## config.mk

```make
export PLATFORM = sky130hd
export DESIGN_NAME = lea_data_bus_arbiter
export DESIGN_NICKNAME = d
export VERILOG_FILES = /design/src/rtl/lea_arb_pkg.sv /design/src/rtl/lea_rr_pick.sv /design/src/rtl/lea_data_bus_arbiter.sv
export SDC_FILE = /design/constraint.sdc
export NUM_CORES = 1
export LEC_CHECK = 0
export CORE_AREA = 2 2 59 61
export CTS_BUF_LIST = sky130_fd_sc_hd__clkbuf_8 sky130_fd_sc_hd__clkbuf_16
export DETAILED_ROUTE_END_ITERATION = 10
export DIE_AREA = 0 0 61 63
export PLACE_DENSITY_LB_ADDON = 0.3
export SYNTH_ARGS = -nofsm -noshare
export SYNTH_HDL_FRONTEND = slang
export SYNTH_SLANG_ARGS = --single-unit
```

## constraint.sdc

```tcl
create_clock -name Clock -period 2.7 [get_ports Clock]
set_clock_uncertainty 0.1 [all_clocks]
set_input_delay 0.54 -clock Clock [delete_from_list [all_inputs] [get_ports Clock]]
set_output_delay 0.54 -clock Clock [all_outputs]
set_load 0.1 [all_outputs]
```

## src/rtl/lea_arb_pkg.sv

```systemverilog
// Shared types and constants for the LEA data-bus arbiter (state encoding, requester indices).
// Used by lea_data_bus_arbiter and lea_rr_pick.
package lea_arb_pkg;

    typedef enum logic [1:0] {
        ST_IDLE    = 2'd0,
        ST_ACCESS  = 2'd1,
        ST_RELEASE = 2'd2,
        ST_TURN    = 2'd3
    } arb_state_e;

    localparam int   NUM_REQ   = 2;
    localparam logic REQ_TRAIN = 1'b0;
    localparam logic REQ_INFER = 1'b1;

    function automatic logic [NUM_REQ-1:0] req_onehot(input logic idx);
        return idx ? 2'b10 : 2'b01;
    endfunction

endpackage

```

## src/rtl/lea_rr_pick.sv

```systemverilog
// Two-way round-robin winner selection: on contention the requester that did not win last time
// is chosen; a lone request always wins.
module lea_rr_pick
    import lea_arb_pkg::*;
(
    input  logic [NUM_REQ-1:0] req_i,
    input  logic               last_i,
    output logic [NUM_REQ-1:0] win_o
);

    always_comb begin
        win_o = req_i;
        if (&req_i) begin
            win_o = req_onehot(~last_i);
        end
    end

endmodule

```

## src/rtl/lea_data_bus_arbiter.sv

```systemverilog
// Arbitrates two requesters (training / inference) onto a shared tri-state register bus.
// Optional macro LEA_ARB_TURNAROUND_EN inserts a one-cycle bus turnaround state after each transaction.
module lea_data_bus_arbiter
    import lea_arb_pkg::*;
#(
    parameter int NrOfBits = 8,
    parameter int NrOfRegs = 4,
    parameter int AddrBits = 2
) (
    input  logic                Clock,
    input  logic                Reset,
    input  logic                Tick,
    input  logic [NUM_REQ-1:0]  req,
    input  logic [NUM_REQ-1:0]  we,
    input  logic [AddrBits-1:0] addr_0,
    input  logic [AddrBits-1:0] addr_1,
    input  logic [NrOfBits-1:0] wdata_0,
    input  logic [NrOfBits-1:0] wdata_1,
    input  logic [NrOfBits-1:0] bus_q,
    output logic [NUM_REQ-1:0]  gnt,
    output logic [NUM_REQ-1:0]  ack,
    output logic [NrOfBits-1:0] rdata,
    output logic [NrOfRegs-1:0] reg_cs,
    output logic [NrOfRegs-1:0] reg_ce,
    output logic [NrOfBits-1:0] reg_d
);

    arb_state_e          state_q;
    logic [NUM_REQ-1:0]  gnt_q;
    logic [NUM_REQ-1:0]  ack_q;
    logic [NrOfBits-1:0] rdata_q;
    logic [NrOfRegs-1:0] cs_q;
    logic [NrOfRegs-1:0] ce_q;
    logic [NrOfBits-1:0] d_q;
    logic                last_q;
    logic                we_q;

    logic [NUM_REQ-1:0]  win;
    logic [AddrBits-1:0] cand_addr;
    logic [NrOfBits-1:0] cand_wdata;
    logic                cand_we;
    logic [NrOfRegs-1:0] cand_hit;

    lea_rr_pick u_rr_pick (
        .req_i  (req),
        .last_i (last_q),
        .win_o  (win)
    );

    assign cand_addr  = win[REQ_INFER] ? addr_1  : addr_0;
    assign cand_wdata = win[REQ_INFER] ? wdata_1 : wdata_0;
    assign cand_we    = win[REQ_INFER] ? we[1]   : we[0];

    // Registers beyond the address range can never be hit; an out-of-range address decodes to no select.
    generate
        for (genvar gi = 0; gi < NrOfRegs; gi++) begin : g_dec
            if (gi < (1 << AddrBits)) begin : g_reach
                assign cand_hit[gi] = (cand_addr == AddrBits'(gi));
            end else begin : g_unreach
                assign cand_hit[gi] = 1'b0;
            end
        end
    endgenerate

    always_ff @(posedge Clock) begin
        if (Reset) begin
            state_q <= ST_IDLE;
            gnt_q   <= '0;
            ack_q   <= '0;
            rdata_q <= '0;
            cs_q    <= '1;
            ce_q    <= '0;
            d_q     <= '0;
            last_q  <= REQ_INFER;   // requester 0 is preferred first
            we_q    <= 1'b0;
        end else begin
            case (state_q)
                ST_IDLE: begin
                    if (|req) begin
                        state_q <= ST_ACCESS;
                        gnt_q   <= win;
                        last_q  <= win[REQ_INFER];
                        we_q    <= cand_we;
                        cs_q    <= ~cand_hit;
                        ce_q    <= cand_we ? cand_hit : '0;
                        d_q     <= cand_we ? cand_wdata : '0;
                    end
                end
                ST_ACCESS: begin
                    if (Tick) begin
                        state_q <= ST_RELEASE;
                        ack_q   <= gnt_q;
                        cs_q    <= '1;
                        ce_q    <= '0;
                        d_q     <= '0;
                        // All chip selects high means no register drove the bus.
                        if (!we_q) begin
                            rdata_q <= (&cs_q) ? '0 : bus_q;
                        end
                    end
                end
                ST_RELEASE: begin
                    ack_q <= '0;
                    gnt_q <= '0;
`ifdef LEA_ARB_TURNAROUND_EN
                    state_q <= ST_TURN;
`else
                    state_q <= ST_IDLE;
`endif
                end
                default: begin
                    state_q <= ST_IDLE;
                end
            endcase
        end
    end

    assign gnt    = gnt_q;
    assign ack    = ack_q;
    assign rdata  = rdata_q;
    assign reg_cs = cs_q;
    assign reg_ce = ce_q;
    assign reg_d  = d_q;

endmodule

```

# ---- Word-level counts from Yosys, hierarchy flattened
# Cells that the tools add are included.
dict set report classes {
  muxes 24
  n_bitwise 2
  eq_ne 7
  reduce_logical 14
}
# operator n
set ops {}
lappend ops {{8-bit two-way mux} 5}
lappend ops {{4-bit two-way mux} 5}
lappend ops {{4-bit case mux with 2 select lines} 2}
lappend ops {{8-bit case mux with 2 select lines} 1}
lappend ops {{2-bit two-way mux} 7}
lappend ops {{2-bit case mux with 2 select lines} 3}
lappend ops {{2-bit AND reduction} 5}
lappend ops {{2-bit == test (second input constant)} 3}
lappend ops {{3-bit AND reduction} 2}
lappend ops {{2-bit nonzero test} 3}
lappend ops {{2-bit by 1-bit == test with 1-bit output (second input constant)} 2}
lappend ops {{2-bit logical NOT} 2}
lappend ops {{2-bit != test (second input constant)} 2}
lappend ops {{4-bit NOT} 1}
lappend ops {{4-bit AND reduction} 1}
lappend ops {{2-bit OR reduction} 1}
lappend ops {{1-bit two-way mux} 1}
lappend ops {{1-bit NOT} 1}
dict set report word_totals {
  elab_cells 56
  in_bits 35
  ff_bits 32
  out_inout_bits 28
}

# ---- Longest topological paths before layout
# Gate-level depths: netlist of the first run.
dict set report logic_depth {
  word_depth 7
  depth_mapped 6
  ltp_nobuf 4
}

# ---- By module
# From an unflattened synthesis of the first run, not the netlist that was laid out.
dict set report unflattened {
  hier_cells 154
  hier_area_um2 1437.6
}
# mod area_per_inst_um2 seq_area_each_um2 instances cells_per_inst
set by_module_without_submodules {}
lappend by_module_without_submodules {lea_data_bus_arbiter 1418.9 640.6 1 151}
lappend by_module_without_submodules {lea_rr_pick 18.8 0.0 1 3}

# ---- Worst setup path before layout of the first run
# No wires, ideal clock.
dict set report synth_timing {
  kind {flip-flop to flip-flop}
  startpoint {register cs_q[3], in the netlist reg_cs[3]}
  endpoint {register rdata_q[0], in the netlist rdata[0]}
  setup_time_ps 128
  path_slack_ps 791
  required_ps 2472
  path_stages_with_launch 4
  t_arrival_ps 1681
  n_path_buf 0
  period_less_slack_ps 1909
  cell_sequence {dfxtp_1 a41oi_1 a22oi_1 nor2_1}
}
dict set report synth_via {
  elab_chain_len 2
}
# item line
set synth_lines {}
lappend synth_lines {{start: declaration} lea_data_bus_arbiter.sv:32} ;# logic [NrOfRegs-1:0] cs_q;
lappend synth_lines {{start signal: assignment} lea_data_bus_arbiter.sv:84} ;# cs_q <= ~cand_hit;
lappend synth_lines {{4-bit AND reduction} lea_data_bus_arbiter.sv:98} ;# rdata_q <= (&cs_q) ? '0 : bus_q;
lappend synth_lines {{8-bit two-way mux} lea_data_bus_arbiter.sv:98}
lappend synth_lines {{end signal: assignment} lea_data_bus_arbiter.sv:98}
lappend synth_lines {{end: declaration} lea_data_bus_arbiter.sv:31} ;# logic [NrOfBits-1:0] rdata_q;
# No other way between the ends.
# A chain may end at the register's enable or synchronous reset.

# ---- Worst setup path in the final report of the first run
dict set report layout_timing {
  startpoint {input port req[1]}
  endpoint {register d_q[0], in the netlist reg_d[0]}
}
dict set report layout_via {
  elab_chain_len 6
  word_cells_on_any_way 10
  cone_classes {1 x eq/ne; 6 x mux; 3 x reduce/logical}
}
# item line
set layout_lines {}
lappend layout_lines {{start: declaration} lea_data_bus_arbiter.sv:13} ;# input logic [NUM_REQ-1:0] req,
lappend layout_lines {{2-bit AND reduction} lea_rr_pick.sv:13} ;# if (&req_i) begin
lappend layout_lines {{2-bit two-way mux} lea_rr_pick.sv:13}
lappend layout_lines {{8-bit two-way mux or 1-bit two-way mux (tied branches)} {lea_data_bus_arbiter.sv:51, lea_data_bus_arbiter.sv:52}}
lappend layout_lines {{8-bit two-way mux} lea_data_bus_arbiter.sv:86} ;# d_q <= cand_we ? cand_wdata : '0;
lappend layout_lines {{8-bit two-way mux} lea_data_bus_arbiter.sv:79} ;# if (|req) begin
lappend layout_lines {{8-bit case mux with 2 select lines} lea_data_bus_arbiter.sv:77} ;# case (state_q)
lappend layout_lines {{end signal: assignment} lea_data_bus_arbiter.sv:86}
lappend layout_lines {{end: declaration} lea_data_bus_arbiter.sv:34} ;# logic [NrOfBits-1:0] d_q;
# Several ways; a longest one is shown, not always the timed one. The select of a mux whose other input is x is not followed.

==> results of run 1 <==
final cells by class:
type | instances | area, sq um
Fill cell | 271 | 1210
Sequential cell | 32 | 641
Multi-Input combinational cell | 97 | 632
Timing Repair Buffer | 66 | 581
Clock buffer | 6 | 82.6
Tap cell | 46 | 57.6
Inverter | 4 | 15.0
Clock inverter | 2 | 10.0
worst max-delay path, stage by stage:
cell,delay [ps]
clkdlybuf4s50_1,580
a21bo_1,250
mux2i_1,140
or3_1,490
o2bb2ai_1,190
registers in the layout, summed over array words and instances (netlist names):
signal	flops
rdata	8
reg_d	8
reg_ce	4
reg_cs	4
ack	2
gnt	2
state_q	2
last_q	1
we_q	1
logic make-up after synthesis:
group | count (synthesis) | share of synthesized area (%)
AO/OA/AOI/OAI | 46 | 24.4
buffers and inverters | 14 | 4.69
flip-flops | 32 | 48.0
multiplexers | 9 | 6.75
AND/OR/NAND/NOR | 42 | 16.2
stage by stage:
step	setup WS [ps]	instance area (sq um)
2_1_floorplan	791	1340
6_report	614	2020
5_1_grt	479	2020
3_3_place_gp	383	1930
4_1_cts	610	2020
3_5_place_dp	317	1930
per-layer routing:
layer / routed length (um) / vias to the layer above
met5: 0 / -
met2: 1590 / 75
li1: - / 648
met4: 65 / 0
met1: 1290 / 593
met3: 290 / 10
power by group through the flow:
stage / registers, mW / logic, mW / clock network [mW]
6_report: 0.532 / 0.422 / 0.368
5_1_grt: 0.537 / 0.443 / 0.398
4_1_cts: 0.532 / 0.423 / 0.378
3_5_place_dp: 0.542 / 0.423 / 0
3_3_place_gp: 0.540 / 0.417 / 0
2_1_floorplan: 0.738 / 0.102 / 0
how the worst max path moves through the flow:
stage | startpoint | end | slack (ps) | cells after the start
2_1_floorplan | reg_cs[3]$_SDFFE_PP1P_ | rdata[0]$_SDFFE_PP0P_ | 790 | 3
3_3_place_gp | req[1] | reg_d[0]$_SDFFE_PP0P_ | 380 | 5
3_5_place_dp | req[1] | reg_d[0]$_SDFFE_PP0P_ | 320 | 5
4_1_cts | req[1] | reg_d[0]$_SDFFE_PP0P_ | 610 | 5
5_1_grt | req[1] | reg_d[3]$_SDFFE_PP0P_ | 480 | 5
6_report | req[1] | reg_d[0]$_SDFFE_PP0P_ | 610 | 5
synth_stat cells, drive strengths merged:
master / instances
o211a: 4
clkbuf: 4
nand4b: 4
nand3: 3
a21bo: 1
nand4bb: 1
buf: 6
a31oi: 5
or2: 2
nor3b: 1
nor2b: 2
nand4: 2
a21boi: 1
o2bb2ai: 8
nor3: 1
nand2: 7
mux2i: 9
a41oi: 1
inv: 4
o21ai: 9
or3: 1
a21oi: 6
nand2b: 2
a22oi: 10
nor2: 16
o21bai: 1
dfxtp: 32
==> summary.txt, run 1 <==
Floorplanning
  • Die Area: 3840 sq um
  • Die height: around 63 um
  • Core area: 3230 sq um
  • Number of I/O pins: between 60 and 70
  • Starting Density: 41.3%
  • Floorplan row count: 21
  • Chip width: 61 um

Placement
  • Placed cells: 245
  • GPL Wtd Cong: 0.762
  • Dpl hpwl: 2.54 mm
  • Port Buffers: 62

Setup path
  • CP Capture Type: register
  • Maximum fanout along the worst path: 8
  • Crit path DAT: 2190 ps
  • Reg2reg path depth: 4
  • Kind of start point of the critical path: primary input
  • R2r endpoint: reg_d[0]$_SDFFE_PP0P_
  • Critical path data required time: 2810 ps
  • R2R setup slack: 980 ps
  • Critical R2R Launch: state_q[0]$_SDFFE_PP0P_
  • WS Path Type: primary input to register

Logic synthesis
  • Top-area cell type share of the netlist area: roughly 48%
  • Synth warnings: 0
  • Syn Nets: approximately 180
  • Yosys top cell by area: dfxtp_1
  • Synthesized area: 1340 sq um
  • Syn_area_per_cell: 9.34 sq um
  • Top cells by area, synth: dfxtp_1 (48%), mux2i_1 (6.7%), a22oi_1 (5.6%)
  • Post-synth cell types: 29
  • Post-synthesis cell count: around 140
  • Seq cells post-synth: 32
  • Seq/Total Area, Yosys: 48.0%

STA
  • Unrepaired setup endpoints after global routing: no
  • Tightest Pin Transition: 634 ps
  • Final hold slack: 367 ps
  • Final period utilization: 77.3%
  • Final Hold Viols: 0
  • Sum Neg Setup Slack: 0 ps
  • Final min period: ~2100 ps
  • Slew Viols, Final: 0
  • Max-slew headroom: 57.2%
  • FMAX: 479 MHz
  • Final setup viols: 0

Power
  • Leakage: 0.886 nW
  • Clock share of power: between 20% and 30%
  • Int Pwr: 0.837 mW
  • Peak supply drop: 389 uV
  • NetSw: 0.485 mW
  • Combinational Power Share: 31.9%
  • Pwr per Cell Area: 655 nW/um^2
  • Sw Share: between 30% and 40%
  • Total power: 1.32 mW
  • Sequential share of power: about two fifths

Route
  • Via count: 1326
  • First-pass detailed-route iteration total: 4
  • Routed WL: between 3 and 4 mm
  • DRC: 0
  • Vias per cell: 5.24
  • Antenna viol nets, final: 0
  • WL per Instance: 12.8 um
  • Iteration-0 DRC Markers: 63

Clocking
  • CTS tree: done
  • Postcts setup bufs: 0
  • Bufs on Longest Clock Path: 2
  • Post-CTS Resized: 0
  • Hold-fix buffers at CTS: 0
  • Clock Tree Root: clkbuf_8
  • Worst-skew pair later-pin latency: 280 ps
  • Num CTS Buffers: 5
  • Clock sinks: 32
  • H-tree depth: 2
  • Clock Pin Slew Worst Setup and Hold Paths: around 60 ps

Global routing
  • Total track usage: 18.2%
  • Top Usage Layer GRT: met2
  • First-pass GRT wire length: 5.27 mm
  • Grt met2 use: a little under a third
  • Number of global-route vias before repair: between 1k and 1.5k
  • Met1 GRT Util: 21.2%
  • Largest net degree at the start of global routing: 16
  • Initial antenna violation count: 0
  • Met3 Use GR: 4.55%
  • GR Overflow Total: 0

Layout
  • Final Util: 62.4%
  • Most common cell after layout, fill and taps aside: clkdlybuf4s50_1
  • Syn-to-layout area delta: 51.2%
  • Nets: 241
  • Share of cells above drive strength 1: 20.3%
  • Diodes inserted: 0
  • Commonest non-fill, non-tap cells in the layout: clkdlybuf4s50_1 (34), dfxtp_1 (32), buf_4 (32)
  • Post-route insts no fill: 253

Hold path
  • HP Start: reg_d[2]$_SDFFE_PP0P_
  • Worst min-delay path category: register to register
  • Hold endpoint: reg_d[2]$_SDFFE_PP0P_
  • WHS Path Cells: 1

Run status
  • Status: completed

Job
  • Max-Cap Viols: 0
Power figures use the tool's default switching activity.
==> run 2: changes to the inputs <==
CORE_AREA = 2 2 64 66   (was 2 2 59 61)
DIE_AREA = 0 0 66 68   (was 0 0 61 63)
clock period = 1.8 ns   (was 2.7 ns; I/O delays follow)
==> run 2 against run 1 <==
  * Clock power is 49% higher
  * Combinational power rose by 84%
  * First-iteration DRC count stayed put
  * Core utilization increased by 1.8 points
  * Sequential power is 55% higher
  * Design area up 23%
  * Global-route usage rose by 0.85 points
  * Count of clock-buffer cells in the layout unchanged
  * Register-to-register slack lost 840 ps
  * Critical endpoint unchanged
==> summary.txt, run 2 (synthesized netlist as in run 1, its figures left out) <==
Route
  • Iteration-0 DRC Markers: 63 (unchanged)
  • M1 WL: 1.38 mm (was 1.29 mm)
  • First-pass detailed-route iteration total: 4 (unchanged)
  • Met2 Wirelength: 2.01 mm (was 1.59 mm)
  • WL per Instance: 14.3 um (was 12.8 um)
  • Vias per cell: 5.26 (was 5.24)
  • Routed WL: 3.80 mm (was 3.24 mm)
  • Met3 WL: 311 um (was 290 um)
  • Via count: 1399 (was 1326)
  • Antenna viol nets, final: 0 (unchanged)
  • DRC: 0 (unchanged)
  • Top Layer Used: met4 (unchanged)

Clocking
  • Clock sinks: 32 (unchanged)
  • Clock Pin Slew Worst Setup and Hold Paths: 60 ps (about the same)
  • H-tree depth: 2 (unchanged)
  • Bufs on Longest Clock Path: 2 (unchanged)
  • Num CTS Buffers: 5 (unchanged)
  • Hold-fix buffers at CTS: 0 (unchanged)
  • Clock Tree Root: clkbuf_8 (unchanged)
  • Worst-skew pair later-pin latency: 280 ps (about the same)
  • CTS tree: done (unchanged)

Floorplanning
  • Die Area: 4490 sq um (was 3840 sq um)
  • Chip width: 66 um (was 61 um)
  • Core area: 3860 sq um (was 3230 sq um)
  • Starting Density: 34.6% (was 41.3%)
  • Die height: 68 um (was 63 um)
  • Floorplan row count: 23 (was 21)
  • Number of I/O pins: 63 (unchanged)

Power
  • Leakage: 1.03 nW (was 0.886 nW)
  • Pwr per Cell Area: 868 nW/um^2 (was 655 nW/um^2)
  • Peak supply drop: 404 uV (was 389 uV)
  • Total power: 2.15 mW (was 1.32 mW)

Global routing
  • GR Overflow Total: 0 (unchanged)
  • Largest net degree at the start of global routing: 14 (was 16)
  • Initial antenna violation count: 0 (unchanged)
  • Number of global-route vias before repair: 1456 (was 1221)
  • First-pass GRT wire length: 6.53 mm (was 5.27 mm)
  • Total track usage: 19.0% (was 18.2%)

STA
  • Final Hold Viols: 0 (unchanged)
  • Slew Viols, Final: 0 (unchanged)
  • Unrepaired setup endpoints after global routing: yes (was no)
  • Final hold slack: 395 ps (was 367 ps)
  • Final min period: 1700 ps
  • Tightest Pin Transition: 362 ps (was 634 ps)
  • Final setup viols: 0 (unchanged)
  • Max-slew headroom: 75.8% (was 57.2%)
  • FMAX: 588 MHz
  • Final period utilization: 94.5%

Setup path
  • Maximum fanout along the worst path: 8 (unchanged)
  • Kind of start point of the critical path: primary input (unchanged)
  • Slowest cell on crit path: clkdlybuf4s50_1 (unchanged)
  • Critical Path, Cell by Cell: clkdlybuf4s50_1 -> a21bo_1 -> mux2i_1 -> or3_4 -> o2bb2ai_1 (was clkdlybuf4s50_1 -> a21bo_1 -> mux2i_1 -> or3_1 -> o2bb2ai_1)
  • Buf/Inv on CP: 1 (unchanged)
  • CP Capture Type: register (unchanged)
  • Critical path data required time: 1910 ps (was 2810 ps)
  • Slowest cell delay on critical path: 480 ps (was 580 ps)
  • WS Path Type: primary input to register (unchanged)
  • R2R setup slack: 140 ps (was 980 ps)
  • CP top delay family: buffers and inverters (unchanged)
  • Crit path DAT: 1810 ps (was 2190 ps)

Job
  • Max-Cap Viols: 0 (unchanged)

Placement
  • GPL Wtd Cong: 0.775 (was 0.762)
  • Port Buffers: 62 (unchanged)
  • Placement Cell Area: 2350 sq um (was 1930 sq um)
  • Dpl hpwl: 3.01 mm (was 2.54 mm)
  • Placed cells: 258 (was 245)

Layout
  • Post-route insts no fill: 266 (was 253)
  • Share of cells above drive strength 1: 27.3% (was 20.3%)
  • Diodes inserted: 0 (unchanged)
  • Nets: 250 (was 241)
  • Commonest non-fill, non-tap cells in the layout: clkdlybuf4s50_1 (34), dfxtp_1 (28), buf_12 (28) (was clkdlybuf4s50_1 (34), dfxtp_1 (32), buf_4 (32))
  • Syn-to-layout area delta: 85.6% (was 51.2%)
  • Most common cell after layout, fill and taps aside: clkdlybuf4s50_1 (unchanged)
  • Final Util: 64.2% (was 62.4%)
  • Fin area: 2480 sq um (was 2020 sq um)

Hold path
  • Worst min-delay path category: register to register (unchanged)

Run status
  • Status: completed (unchanged)
[run 2: changes by cell type in the layout (fill, tap and decap cells not counted), moves of 2 or more]
cell      before  now
dfxtp_1       32   28
clkinv_2       2    0
a31oi_1        5    2
buf_4         32   12
inv_1          4    6
a31oi_2        0    3
dfxtp_2        0    4
buf_12         0   28
[run 2: per-stage QoR]
step	setup WS [ps]	TNS [ps]
after detailed placement	-284	-3750
after floorplan	233	0
after global routing	-7.62	-7.62
final	98.3	0
after CTS	16.0	0
after global placement	-212	-3340
[run 2: worst paths after layout]
kind | startpoint | endpoint | depth (start not counted)
worst max register to register | state_q[1]$_SDFFE_PP0P_ | reg_cs[1]$_SDFFE_PP1P_ | 4
worst max-delay path | req[1] | reg_d[0]$_SDFFE_PP0P_ | 5
worst min register to register | reg_cs[2]$_SDFFE_PP1P_ | reg_cs[2]$_SDFFE_PP1P_ | 2
worst min-delay path | reg_cs[2]$_SDFFE_PP1P_ | reg_cs[2]$_SDFFE_PP1P_ | 2
[run 2: area by class of cell]
| type | instances | area, sq um |
|---|---|---|
| fill | 320 | 1380 |
| inverter | 4 | 15.0 |
| multi-input combinational | 97 | 662 |
| tap | 50 | 62.6 |
| timing repair buffer | 75 | 1000 |
| clock buffer | 6 | 82.6 |
| clock inverter | 2 | 7.51 |
| sequential | 32 | 646 |
[run 2: power by group]
part	total, mW	switching, mW	internal, mW	leakage [nW]
clock	0.548	0.248	0.300	0.0538
sequential	0.825	0.0635	0.762	0.260
combinational	0.777	0.456	0.321	0.716
total	2.15	0.767	1.38	1.03
[run 2: what timing repair did]
action / 4_1_cts / 5_1_grt
gates resized for setup: 0 / 7
buffers inserted: 0 / 0
setup endpoints to repair: 0 / 15
[run 2: tightest hold or removal path, delay by kind of cell, from the launching register on]
family          cells  cell delay (ps)
compound gates      1               70
flops               1              340
buf+inv             1               50
[run 2: metal layers]
metal,vias up,GRT usage (%)
met5,-,0
met4,0,8.93
met3,14,7.57
met2,63,34.8
met1,655,19.0
li1,667,-
==> run 3: changes to the inputs <==
CELL_PAD_IN_SITES_DETAIL_PLACEMENT = 2   (was unset)
CELL_PAD_IN_SITES_GLOBAL_PLACEMENT = 2   (was unset)
CORE_AREA = 2 2 85 87   (was 2 2 64 66)
DIE_AREA = 0 0 87 89   (was 0 0 66 68)
PLACE_DENSITY = 0.76   (was unset)
PLACE_DENSITY_LB_ADDON = unset   (was 0.3)
==> run 3 against run 2 <==
  * Clock power grew 23%
  * Non-clock buffer count grew 4
  * Combinational power grew 3.9%
  * Register-to-register slack gained 40 ps
  * Largest cell class unchanged
  * Highest routed layer unchanged
==> summary.txt, run 3 (synthesized netlist as in run 1, its figures left out) <==
Global routing
  • First-pass GRT wire length: 7.66 mm (was 6.53 mm)
  • Number of global-route vias before repair: 1571 (was 1456)
  • GR Overflow Total: 0 (unchanged)
  • Total track usage: 12.9% (was 19.0%)
  • Largest net degree at the start of global routing: 19 (was 14)
  • Initial antenna violation count: 0 (unchanged)

STA
  • Final hold slack: 365 ps (was 395 ps)
  • FMAX: 584 MHz (was 588 MHz)
  • Final Hold Viols: 0 (unchanged)
  • Final min period: 1710 ps (was 1700 ps)
  • Max-slew headroom: 74.6% (was 75.8%)
  • Unrepaired setup endpoints after global routing: no (was yes)
  • Sum Neg Setup Slack: 0 ps (unchanged)
  • Slew Viols, Final: 0 (unchanged)
  • Tightest Pin Transition: 380 ps (was 362 ps)
  • Final worst slack: 88.0 ps (was 98.3 ps)
  • Final setup viols: 0 (unchanged)
  • Final period utilization: 95.1% (was 94.5%)

Hold path
  • Worst min-delay path category: register to register (unchanged)
  • HP Start: we_q$_SDFFE_PP0P_ (was reg_cs[2]$_SDFFE_PP1P_)

Setup path
  • Critical path data required time: 1910 ps (about the same)
  • Maximum fanout along the worst path: 8 (unchanged)
  • Buf/Inv on CP: 1 (unchanged)
  • Kind of start point of the critical path: primary input (unchanged)
  • WS Path Type: primary input to register (unchanged)
  • Crit path DAT: 1820 ps (was 1810 ps)
  • Slowest cell delay on critical path: 480 ps (about the same)
  • Critical Path, Cell by Cell: clkdlybuf4s50_1 -> a21bo_1 -> mux2i_1 -> or3_4 -> o2bb2ai_1 (unchanged)
  • CP Capture Type: register (unchanged)
  • CP top delay family: buffers and inverters (unchanged)
  • Critical R2R Launch: state_q[0]$_SDFFE_PP0P_ (was state_q[1]$_SDFFE_PP0P_)
  • Crit path from: req[1] (unchanged)
  • Slowest cell on crit path: clkdlybuf4s50_1 (unchanged)

Layout
  • Nets: 254 (was 250)
  • # fillers: 694 (was 320)
  • Commonest non-fill, non-tap cells in the layout: clkdlybuf4s50_1 (34), buf_12 (29), dfxtp_1 (28) (was clkdlybuf4s50_1 (34), dfxtp_1 (28), buf_12 (28))
  • Diodes inserted: 0 (unchanged)
  • Syn-to-layout area delta: 93.3% (was 85.6%)
  • Fin area: 2580 sq um (was 2480 sq um)
  • Share of cells above drive strength 1: 30.0% (was 27.3%)
  • FF/Latch Area: 646 sq um (unchanged)
  • Most common cell after layout, fill and taps aside: clkdlybuf4s50_1 (unchanged)
  • Multi-input combinational cell area: 672 sq um (was 662 sq um)
  • Post-route insts no fill: 300 (was 266)
  • Final Util: 38.4% (was 64.2%)

Power
  • Total power: 2.31 mW (was 2.15 mW)
  • Peak supply drop: 238 uV (was 404 uV)
  • Leakage: 1.06 nW (was 1.03 nW)
  • Pwr per Cell Area: 893 nW/um^2 (was 868 nW/um^2)

Floorplanning
  • Chip width: 87 um (was 66 um)
  • Starting Density: 19.9% (was 34.6%)
  • Die Area: 7740 sq um (was 4490 sq um)
  • Number of I/O pins: 63 (unchanged)
  • Floorplan row count: 30 (was 23)
  • Die height: 89 um (was 68 um)
  • Core area: 6720 sq um (was 3860 sq um)

Clocking
  • Worst-skew pair later-pin latency: 280 ps (about the same)
  • Clock Tree Root: clkbuf_8 (unchanged)
  • H-tree depth: 2 (unchanged)
  • CTS tree: done (unchanged)
  • Num CTS Buffers: 5 (unchanged)
  • Clock Pin Slew Worst Setup and Hold Paths: 70 ps (was 60 ps)
  • Clock sinks: 32 (unchanged)
  • Bufs on Longest Clock Path: 2 (unchanged)
  • Postcts setup bufs: 0 (unchanged)

Placement
  • DP Worst Slack: -324 ps (was -284 ps)
  • Port Buffers: 62 (unchanged)
  • GPL Wtd Cong: 0.740 (was 0.775)
  • Placed cells: 292 (was 258)
  • Placement Cell Area: 2430 sq um (was 2350 sq um)
  • Dpl hpwl: 3.51 mm (was 3.01 mm)

Route
  • Antenna viol nets, final: 0 (unchanged)
  • WL per Instance: 15.0 um (was 14.3 um)
  • Via count: 1407 (was 1399)
  • Routed WL: 4.49 mm (was 3.80 mm)
  • First-pass detailed-route iteration total: 3 (was 4)
  • DRC: 0 (unchanged)
  • Vias per cell: 4.69 (was 5.26)
  • Iteration-0 DRC Markers: 31 (was 63)

Run status
  • Status: completed (unchanged)

Job
  • Max-Cap Viols: 0 (unchanged)
==> run 3: final cells by class <==
type                    count  area share [%]
clock buffers               5            2.67
clock inverters             3            1.50
inverters                   4           0.582
multi-input cells          97            26.0
flip-flops and latches     32            25.0
well taps                  80            3.88
repair buffers             79            40.3
==> run 3: timing repair <==
item,4_1_cts,5_1_grt
pin swaps,0,3
gates resized for setup,1,9
endpoints found under the setup margin,2,16
hold buffers,0,0
==> run 3: per-layer routing <==
layer  GRT usage (%)  wire, um  up-vias
met2            22.6      2300       40
met1            14.4      1840      685
li1                -         -      672
met4            5.68        99        0
met5               0         0        -
met3            3.79       251       10
==> run 3: final timing paths <==
| check | endpoint | slack, ps | cells after the start |
|---|---|---|---|
| worst max-delay path | reg_d[0]$_SDFFE_PP0P_ | 90 | 5 |
| worst min-delay path | we_q$_SDFFE_PP0P_ | 370 | 2 |
| worst min register to register | we_q$_SDFFE_PP0P_ | 370 | 2 |
| worst max register to register | reg_cs[2]$_SDFFE_PP1P_ | 180 | 5 |
==> run 3: worst min-delay path, delay by kind of cell, from the launching register on <==
kind,cells,cell delay [ps]
compound gates,1,50
flops,1,310
simple gates,1,50
==> run 3: report_power, final <==
part	switching, mW	internal (mW)	leakage (nW)
clock network	0.270	0.405	0.0593
logic	0.471	0.336	0.742
registers	0.0632	0.761	0.260
total	0.804	1.50	1.06
